**src/rtl/pipeline_hazard_ctrl.sv**
```systemverilog
// Hazard, forwarding and memory-wait controller for the 5-stage pipeline.
// Optional perf counters: define HAZARD_PERF_CNT_EN.
module pipeline_hazard_ctrl #(
  parameter int          MEM_TIMEOUT = 16,
  parameter logic [3:0]  REG_PC      = 4'd15
) (
  input  logic       CLK,
  input  logic       RESET,
  input  logic [3:0] RA1D,
  input  logic [3:0] RA2D,
  input  logic [3:0] RA1E,
  input  logic [3:0] RA2E,
  input  logic [3:0] WA3E,
  input  logic [3:0] WA3M,
  input  logic [3:0] WA3W,
  input  logic       RegWriteE,
  input  logic       RegWriteM,
  input  logic       RegWriteW,
  input  logic       MemtoRegE,
  input  logic       PCSrcD,
  input  logic       PCSrcE,
  input  logic       PCSrcM,
  input  logic       PCSrcW,
  input  logic       BranchTakenE,
  input  logic       MemReqM,
  input  logic       MemReadyM,
  output logic [1:0] ForwardAE,
  output logic [1:0] ForwardBE,
  output logic       StallF,
  output logic       StallD,
  output logic       StallE,
  output logic       StallM,
  output logic       FlushD,
  output logic       FlushE,
  output logic       FlushW,
`ifdef HAZARD_PERF_CNT_EN
  output logic       MemErr,
  output logic [31:0] StallCycles,
  output logic [31:0] FlushCount
`else
  output logic       MemErr
`endif
);

  localparam int CW = $clog2(MEM_TIMEOUT + 1);

  typedef enum logic [1:0] {
    M_IDLE,
    M_WAIT,
    M_ERR
  } mstate_e;

  mstate_e       state_q, state_d;
  logic [CW-1:0] wait_cnt_q, wait_cnt_d;
  logic          mem_stall;
  logic          ld_stall;
  logic          pc_wr_pend;

  function automatic logic [1:0] fwd_sel(input logic [3:0] ra);
    logic [1:0] sel;
    sel = 2'b00;
    if (ra != REG_PC) begin
      if (RegWriteM && ra == WA3M)      sel = 2'b10;
      else if (RegWriteW && ra == WA3W) sel = 2'b01;
    end
    return sel;
  endfunction

  // Load-use and in-flight PC-write hazard detection
  always_comb begin
    ld_stall   = MemtoRegE & RegWriteE &
                 (((RA1D == WA3E) & (RA1D != REG_PC)) |
                  ((RA2D == WA3E) & (RA2D != REG_PC)));
    pc_wr_pend = PCSrcD | PCSrcE | PCSrcM;
  end

  // Memory handshake FSM: next state, wait counter and freeze request
  always_comb begin
    state_d    = state_q;
    wait_cnt_d = wait_cnt_q;
    mem_stall  = 1'b0;
    case (state_q)
      M_IDLE: begin
        mem_stall = MemReqM & ~MemReadyM;
        if (mem_stall) begin
          state_d    = M_WAIT;
          wait_cnt_d = CW'(1);
        end
      end
      M_WAIT: begin
        mem_stall = ~MemReadyM;
        if (MemReadyM) begin
          state_d    = M_IDLE;
          wait_cnt_d = '0;
        end else if (wait_cnt_q == CW'(MEM_TIMEOUT - 1)) begin
          state_d = M_ERR;
        end else begin
          wait_cnt_d = wait_cnt_q + CW'(1);
        end
      end
      M_ERR: begin
        mem_stall = 1'b0;
      end
      default: begin
        state_d    = M_IDLE;
        wait_cnt_d = '0;
      end
    endcase
  end

  // FSM state and wait counter registers, synchronous reset
  always_ff @(posedge CLK) begin
    if (!RESET) begin
      state_q    <= M_IDLE;
      wait_cnt_q <= '0;
    end else begin
      state_q    <= state_d;
      wait_cnt_q <= wait_cnt_d;
    end
  end

  // Pipeline control outputs; memory freeze overrides, reset forces bubbles
  always_comb begin
    ForwardAE = 2'b00;
    ForwardBE = 2'b00;
    StallF    = 1'b0;
    StallD    = 1'b0;
    StallE    = 1'b0;
    StallM    = 1'b0;
    FlushD    = 1'b1;
    FlushE    = 1'b1;
    FlushW    = 1'b1;
    if (RESET) begin
      ForwardAE = fwd_sel(RA1E);
      ForwardBE = fwd_sel(RA2E);
      if (mem_stall) begin
        StallF = 1'b1;
        StallD = 1'b1;
        StallE = 1'b1;
        StallM = 1'b1;
        FlushD = 1'b0;
        FlushE = 1'b0;
        FlushW = 1'b1;
      end else begin
        StallF = ld_stall | pc_wr_pend;
        StallD = ld_stall;
        FlushD = pc_wr_pend | PCSrcW | BranchTakenE;
        FlushE = ld_stall | BranchTakenE;
        FlushW = 1'b0;
      end
    end
  end

  assign MemErr = (state_q == M_ERR);

`ifdef HAZARD_PERF_CNT_EN
  logic [31:0] stall_cycles_q, stall_cycles_d;
  logic [31:0] flush_count_q, flush_count_d;

  // Saturating counters of fetch-stall cycles and branch-induced E flushes
  always_comb begin
    stall_cycles_d = stall_cycles_q;
    flush_count_d  = flush_count_q;
    if (StallF && stall_cycles_q != 32'hFFFF_FFFF)
      stall_cycles_d = stall_cycles_q + 32'd1;
    if (RESET && !mem_stall && BranchTakenE &&
        flush_count_q != 32'hFFFF_FFFF)
      flush_count_d = flush_count_q + 32'd1;
  end

  // Perf counter registers
  always_ff @(posedge CLK) begin
    if (!RESET) begin
      stall_cycles_q <= '0;
      flush_count_q  <= '0;
    end else begin
      stall_cycles_q <= stall_cycles_d;
      flush_count_q  <= flush_count_d;
    end
  end

  assign StallCycles = stall_cycles_q;
  assign FlushCount  = flush_count_q;
`endif

endmodule
```
**config.mk**
```make
export PLATFORM = sky130hd
export DESIGN_NAME = pipeline_hazard_ctrl
export DESIGN_NICKNAME = d
export VERILOG_FILES = /design/src/rtl/pipeline_hazard_ctrl.sv
export SDC_FILE = /design/constraint.sdc
export NUM_CORES = 1
export LEC_CHECK = 0
export ABC_CLOCK_PERIOD_IN_PS = 3040
export BUFFER_PORTS_ARGS = -buffer_cell sky130_fd_sc_hd__buf_2
export CORE_ASPECT_RATIO = 1.4
export CORE_MARGIN = 2
export CORE_UTILIZATION = 44
export CTS_CLUSTER_SIZE = 12
export DETAILED_ROUTE_END_ITERATION = 12
export PLACE_DENSITY_LB_ADDON = 0.12
export SETUP_SLACK_MARGIN = 0.15
export SYNTH_ARGS = -nofsm -noshare
export SYNTH_HDL_FRONTEND = slang
export SYNTH_SLANG_ARGS = --single-unit
```
**constraint.sdc**
```tcl
create_clock -name CLK -period 3.04 [get_ports CLK]
set_input_delay 0.152 -clock CLK [delete_from_list [all_inputs] [get_ports CLK]]
set_output_delay 0.152 -clock CLK [all_outputs]
set_load 0.005 [all_outputs]
```
==> flow_summary.json, run 1 <==
{
  "run_status": "finished clean",
  "tns_ns": 0,
  "drc": 0,
  "synth_edf_count": 0,
  "slew_headroom": 0.671,
  "vdd_drop_max_mv": 0.207,
  "clkSinkCount": 7,
  "grt_overflow": 0,
  "period_share": 0.592,
  "drtAntennaViolNets": 0,
  "ys_seq_elements": 7,
  "rsz0062_at_grt": "no",
  "layout_min_cycle_time_ns": 1.80,
  "ys_seq_area_frac": 0.174,
  "antenna_found_initial": 0,
  "nets": 205,
  "yosys_warnings": 0,
  "design_area_sq_um": 1100,
  "synth_top_flop_cell": "dfxtp_1",
  "crit_path_start_kind": "register",
  "fp.dieH_microns": 54.6,
  "finalHoldViolCount": 0,
  "core_sq_um": 1730,
  "max_stage_delay_ns": 0.37,
  "end_kind": "register",
  "gp_congestion": 0.808,
  "dpl.hpwl_microns": 1850,
  "setup_viol": 0,
  "totalWireLength_microns": 2190,
  "cp_cell_sequence": "ha_1 -> and3_1 -> ha_1 -> nand4bb_1 -> o21ai_2 -> or3_1 -> a21oi_1",
  "tightest_slew_ns": 0.488,
  "routedWlPerCell_microns": 12.1,
  "htreeDepth": 1,
  "synthCells": 108,
  "grt_pass1_vias": 920,
  "avgSynthCellArea_sq_um": 7.44,
  "synthDistinctLibCells": 35,
  "mostFrequentLayoutCells": "buf_2, xor2_1, nor2_1",
  "grt_pass1_wl_microns": 3460,
  "cts-root-buf": "clkbuf_4",
  "via_per_inst": 5.45,
  "path_clk_slew_ns": 0.05,
  "leakage_nw": 0.522,
  "synthToLayoutAreaGrowth_pct": 36.8,
  "post_cts_resized": 0,
  "synth_area_sq_um": 803,
  "critPathKind": "reg -> reg",
  "layout-drive-gt1-share": 0.373,
  "reg2reg_setup_slack_ns": 1.24,
  "crit_slowest_cell": "or3_1",
  "clockBufferDepth": 2,
  "async_flop_share": 0,
  "post_cts_buffers": 0,
  "drt_iter0_drc": 8,
  "cts-buffers-inserted": 3,
  "boundaryPins": 53,
  "crit_top_cell": "ha_1",
  "cp.required_ns": 3.22,
  "die-area_sq_um": 2190,
  "drv_cap": 0,
  "crit_fanout": 5,
  "cts_tree": "yes",
  "syn-num-nets": 151,
  "postCtsHoldBufs": 0,
  "io_buffers": 52,
  "hold_path.class": "in -> reg",
  "final_common_cell": "buf_2",
  "start_util": 0.463,
  "placed_area_sq_um": 1070,
  "clock.fmax_mhz": 556,
  "rows": 18,
  "powerDensity_nw_per_um2": 256,
  "die_w_microns": 40.1,
  "grt.total_usage": 0.228,
  "vias": 986,
  "clk_latency_ns": 0.25,
  "clock_skew_ns": 0.00288,
  "drv_slew": 0,
  "crit_arrival_ns": 1.98,
  "dr.pass1.iters": 4,
  "fill_cells": 165,
  "grt_max_degree": 12,
  "num_antenna_cells": 0
}
[Yosys cell counts (2+ instances only)]
master    instances  area share
a21oi_1           5       0.031
inv_1             3       0.014
nor2b_1           2       0.016
a31oi_1           2       0.016
xor2_1           13        0.14
or3_1             2       0.016
nand2b_1          3       0.023
o21ai_0           3       0.019
o21a_1            3       0.028
nand3_1           3       0.019
and2_1            3       0.023
nor2_1           13       0.061
nor4_1            3       0.023
nor3_1            4       0.025
nand2_1           7       0.033
dfxtp_1           7        0.17
ha_1              2       0.031
and3_1            3       0.023
nand4_1           4       0.031
xnor2_1           8       0.087
[flip-flops by register name, summed over array words and instances (netlist names)]
register / flops
state_q: 2
wait_cnt_q: 5
[worst paths after layout]
kind / start / endpoint / cells past startpoint
max: wait_cnt_q[0] / wait_cnt_q[3] / 7
min: MemReqM / state_q[0] / 3
max reg2reg: wait_cnt_q[0] / wait_cnt_q[3] / 7
min reg2reg: wait_cnt_q[4] / wait_cnt_q[4] / 2
[critical path, delay by kind of cell, from the launching register on]
family | cells | cell delay (ns)
AOI/OAI and AO/OA | 2 | 0.26
adders and majority gates | 2 | 0.41
DFF | 1 | 0.33
and+or+nand+nor | 3 | 0.73
[metrics by stage]
stage / std cells / setup slack, ns / hold slack, ns / total power (W) / utilization
final: 181 / 1.24 / 0.204 / 0.000281 / 0.633
after global routing: 181 / 1.16 / 0.231 / 0.000300 / 0.633
after CTS: 181 / 1.27 / 0.200 / 0.000286 / 0.633
after detailed placement: 177 / 1.29 / 0.466 / 0.000200 / 0.618
after global placement: 177 / 1.37 / 0.461 / 0.000197 / 0.618
after floorplan: 108 / 1.42 / 0.313 / 0.000148 / -
[layer usage]
metal / share of wire / global-route usage / up-vias
met5: 0 / 0 / -
met4: 0.010 / 0.115 / 0
met3: 0.082 / 0.0163 / 4
met2: 0.56 / 0.454 / 37
met1: 0.35 / 0.215 / 451
li1: - / - / 494
[layout make-up]
| class | count | area (sq um) | share of cell area |
|---|---|---|---|
| repair buffers | 52 | 260 | 0.237 |
| inverters | 3 | 11.3 | 0.0103 |
| clock buffers | 4 | 26.3 | 0.0239 |
| well taps | 20 | 25.0 | 0.0228 |
| multi-input cells | 95 | 636 | 0.579 |
| flip-flops and latches | 7 | 140 | 0.128 |
[kinds of logic after synthesis]
family | Yosys count | synth area share
and+or+nand+nor | 51 | 0.346
xor gates and xnor gates | 21 | 0.229
AOI/OAI and AO/OA | 20 | 0.173
DFF | 7 | 0.174
buffers and inverters | 6 | 0.0343
adders and majority gates | 2 | 0.0311
muxes | 1 | 0.0125
[power by group]
group	switching, W	leakage [nW]	internal (W)	total [W]
clock	0.0000335	0.0150	0.0000500	0.0000835
combinational	0.0000493	0.451	0.0000511	0.000100
sequential	0.00000294	0.0568	0.0000940	0.0000969
No activity file was read; power rests on OpenSTA's default activity.
==> run 2: changes to the inputs <==
- ABC_AREA: default -> 1
- ABC_CLOCK_PERIOD_IN_PS: 3040 -> 1700
- CORE_UTILIZATION: 44 -> 43
- clock period: 3.04 -> 1.7 ns (I/O delays scaled with it)
==> flow_summary.json, run 2 <==
{
  "dpl.hpwl_microns": 1980,
  "routedWlPerCell_microns": 9.85,
  "setup_ws_ns": 0.188,
  "grt.total_usage": 0.193,
  "drc": 0,
  "synthTopCellsByArea": "nand2_1, dfxtp_1, inv_1",
  "clock_skew_ns": 0.00823,
  "drt_iter0_drc": 17,
  "design_area_sq_um": 1240,
  "cts_tree": "yes",
  "leakage_nw": 0.726,
  "end_kind": "register",
  "vdd_drop_max_mv": 0.254,
  "synth_top_flop_cell": "dfxtp_1",
  "clk_latency_ns": 0.26,
  "synth_area_sq_um": 896,
  "drv_cap": 0,
  "num_antenna_cells": 0,
  "cts-root-buf": "clkbuf_4",
  "regMostFlops": "wait_cnt_q",
  "grt_overflow": 0,
  "crit_arrival_ns": 1.66,
  "layout_min_cycle_time_ns": 1.51,
  "postCtsHoldBufs": 0,
  "drv_slew": 0,
  "clock.fmax_mhz": 662,
  "avgSynthCellArea_sq_um": 5.40,
  "dp_slack_ns": 0.0738,
  "syn-num-nets": 209,
  "rows": 19,
  "totalWireLength_microns": 2390,
  "path_clk_slew_ns": 0.06,
  "tns_ns": 0,
  "top_regs": "wait_cnt_q: 5 flops, state_q: 2 flops",
  "die_w_microns": 42.6,
  "boundaryPins": 53,
  "tightest_slew_ns": 0.307,
  "slew_headroom": 0.793,
  "largest_register_ffs": 5,
  "cp.required_ns": 1.85,
  "whs_path_depth": 3,
  "fill_cells": 217,
  "async_flop_share": 0,
  "grt_pass1_wl_microns": 3760,
  "via_per_inst": 4.78,
  "placedCellCount": 237,
  "io_buffers": 52,
  "setup_viol": 0,
  "finalHoldViolCount": 0,
  "fp.dieH_microns": 58.0,
  "ys_seq_area_frac": 0.156,
  "timing.hold.ws_ns": 0.128,
  "layout-drive-gt1-share": 0.324,
  "yosys.area.top_type": "nand2_1",
  "synthTopCellsByCount": "nand2_1, inv_1, nor2_1",
  "htreeDepth": 1,
  "fin_cells": 243,
  "gp_congestion": 0.829,
  "rr_worst_depth": 10,
  "hold_path.class": "in -> reg",
  "synthCells": 166,
  "synth.most_common_cell": "nand2_1",
  "cts-buffers-inserted": 3,
  "synthDistinctLibCells": 26,
  "run_status": "finished clean",
  "critPathKind": "reg -> reg",
  "die-area_sq_um": 2470,
  "start_util": 0.454,
  "antenna_found_initial": 0,
  "placed_area_sq_um": 1170,
  "rsz0062_at_grt": "yes",
  "yosys_warnings": 0,
  "core_sq_um": 1970,
  "grt_max_degree": 10,
  "vias": 1162,
  "clkSinkCount": 7,
  "synth_edf_count": 0,
  "synth_top_cell_area_share": 0.209,
  "synthToLayoutAreaGrowth_pct": 38.0,
  "period_share": 0.889,
  "dr.pass1.iters": 4,
  "nets": 266,
  "grt_pass1_vias": 984,
  "drtAntennaViolNets": 0,
  "ys_seq_elements": 7,
  "clockBufferDepth": 2,
  "crit_path_start_kind": "register",
  "powerDensity_nw_per_um2": 497,
  "final_common_cell": "buf_2",
  "crit_fanout": 5,
  "mostFrequentLayoutCells": "buf_2, nand2_1, inv_1"
}
run 2: changes by cell type after synthesis, moves of 6 or more:
cell	delta
xnor2_1	-6
nand2_1	+43
a21oi_1	+7
nor2_1	+10
xor2_1	-11
inv_1	+30
run 2: cells by family (layout without fill, tap and decap cells):
| kind of cell | count (synthesis) | count (layout) | share of synthesized area |
|---|---|---|---|
| XOR/XNOR | 4 | 4 | 0.0391 |
| flip-flops | 7 | 7 | 0.156 |
| AO/OA/AOI/OAI | 25 | 25 | 0.169 |
| AND/OR/NAND/NOR | 92 | 92 | 0.448 |
| buffers and inverters | 36 | 92 | 0.159 |
| adder cells (fa/ha/maj) | 2 | 2 | 0.0279 |
run 2: timing repair:
item                                    CTS  global route
gates resized for setup                   4             6
gates cloned                              0             0
pin swaps                                 2             0
endpoints found under the setup margin    3             4
setup buffers                             2             0
run 2: path summary, 6_finish.rpt:
check / start / end / slack, ns
setup / recovery: wait_cnt_q[0] / wait_cnt_q[3] / 0.19
setup reg to reg: wait_cnt_q[0] / wait_cnt_q[3] / 0.19
hold / removal: MemReqM / state_q[1] / 0.13
hold reg to reg: wait_cnt_q[4] / wait_cnt_q[4] / 0.46
run 2: layer usage:
layer,vias up,wire length (microns),GRT usage
met2,24,1360,0.396
met5,-,0,0
met3,7,75,0.0312
met4,0,60,0.0670
met1,502,901,0.187
li1,629,-,-
run 2: where the power goes:
part	leakage, nW	switching (W)	internal (W)
clock	0.0150	0.0000661	0.0000899
combinational	0.653	0.000147	0.000120
sequential	0.0581	0.0000147	0.000177
run 2: cell type report:
class	instances	area, sq um	share of cell area
multi-input cells	123	633	0.512
repair buffers	54	275	0.223
flip-flops and latches	7	145	0.117
inverters	34	130	0.105
clock buffers	4	26.3	0.0213
well taps	21	26.3	0.0213
run 2: worst max-delay path, stage by stage (launching register included):
cell     delay, ns
dfxtp_4       0.37
ha_4          0.14
inv_2         0.04
nor3_2        0.11
ha_2          0.21
inv_2         0.04
o21ai_4       0.18
inv_4         0.07
nand2_2       0.06
nand2_1       0.05
nor3b_2       0.14
run 2: through the flow:
step           total power [W]  utilization
3_5_place_dp          0.000444        0.593
3_3_place_gp          0.000435        0.593
5_1_grt               0.000666        0.627
2_1_floorplan         0.000339            -
6_report              0.000614        0.627
4_1_cts               0.000613        0.619
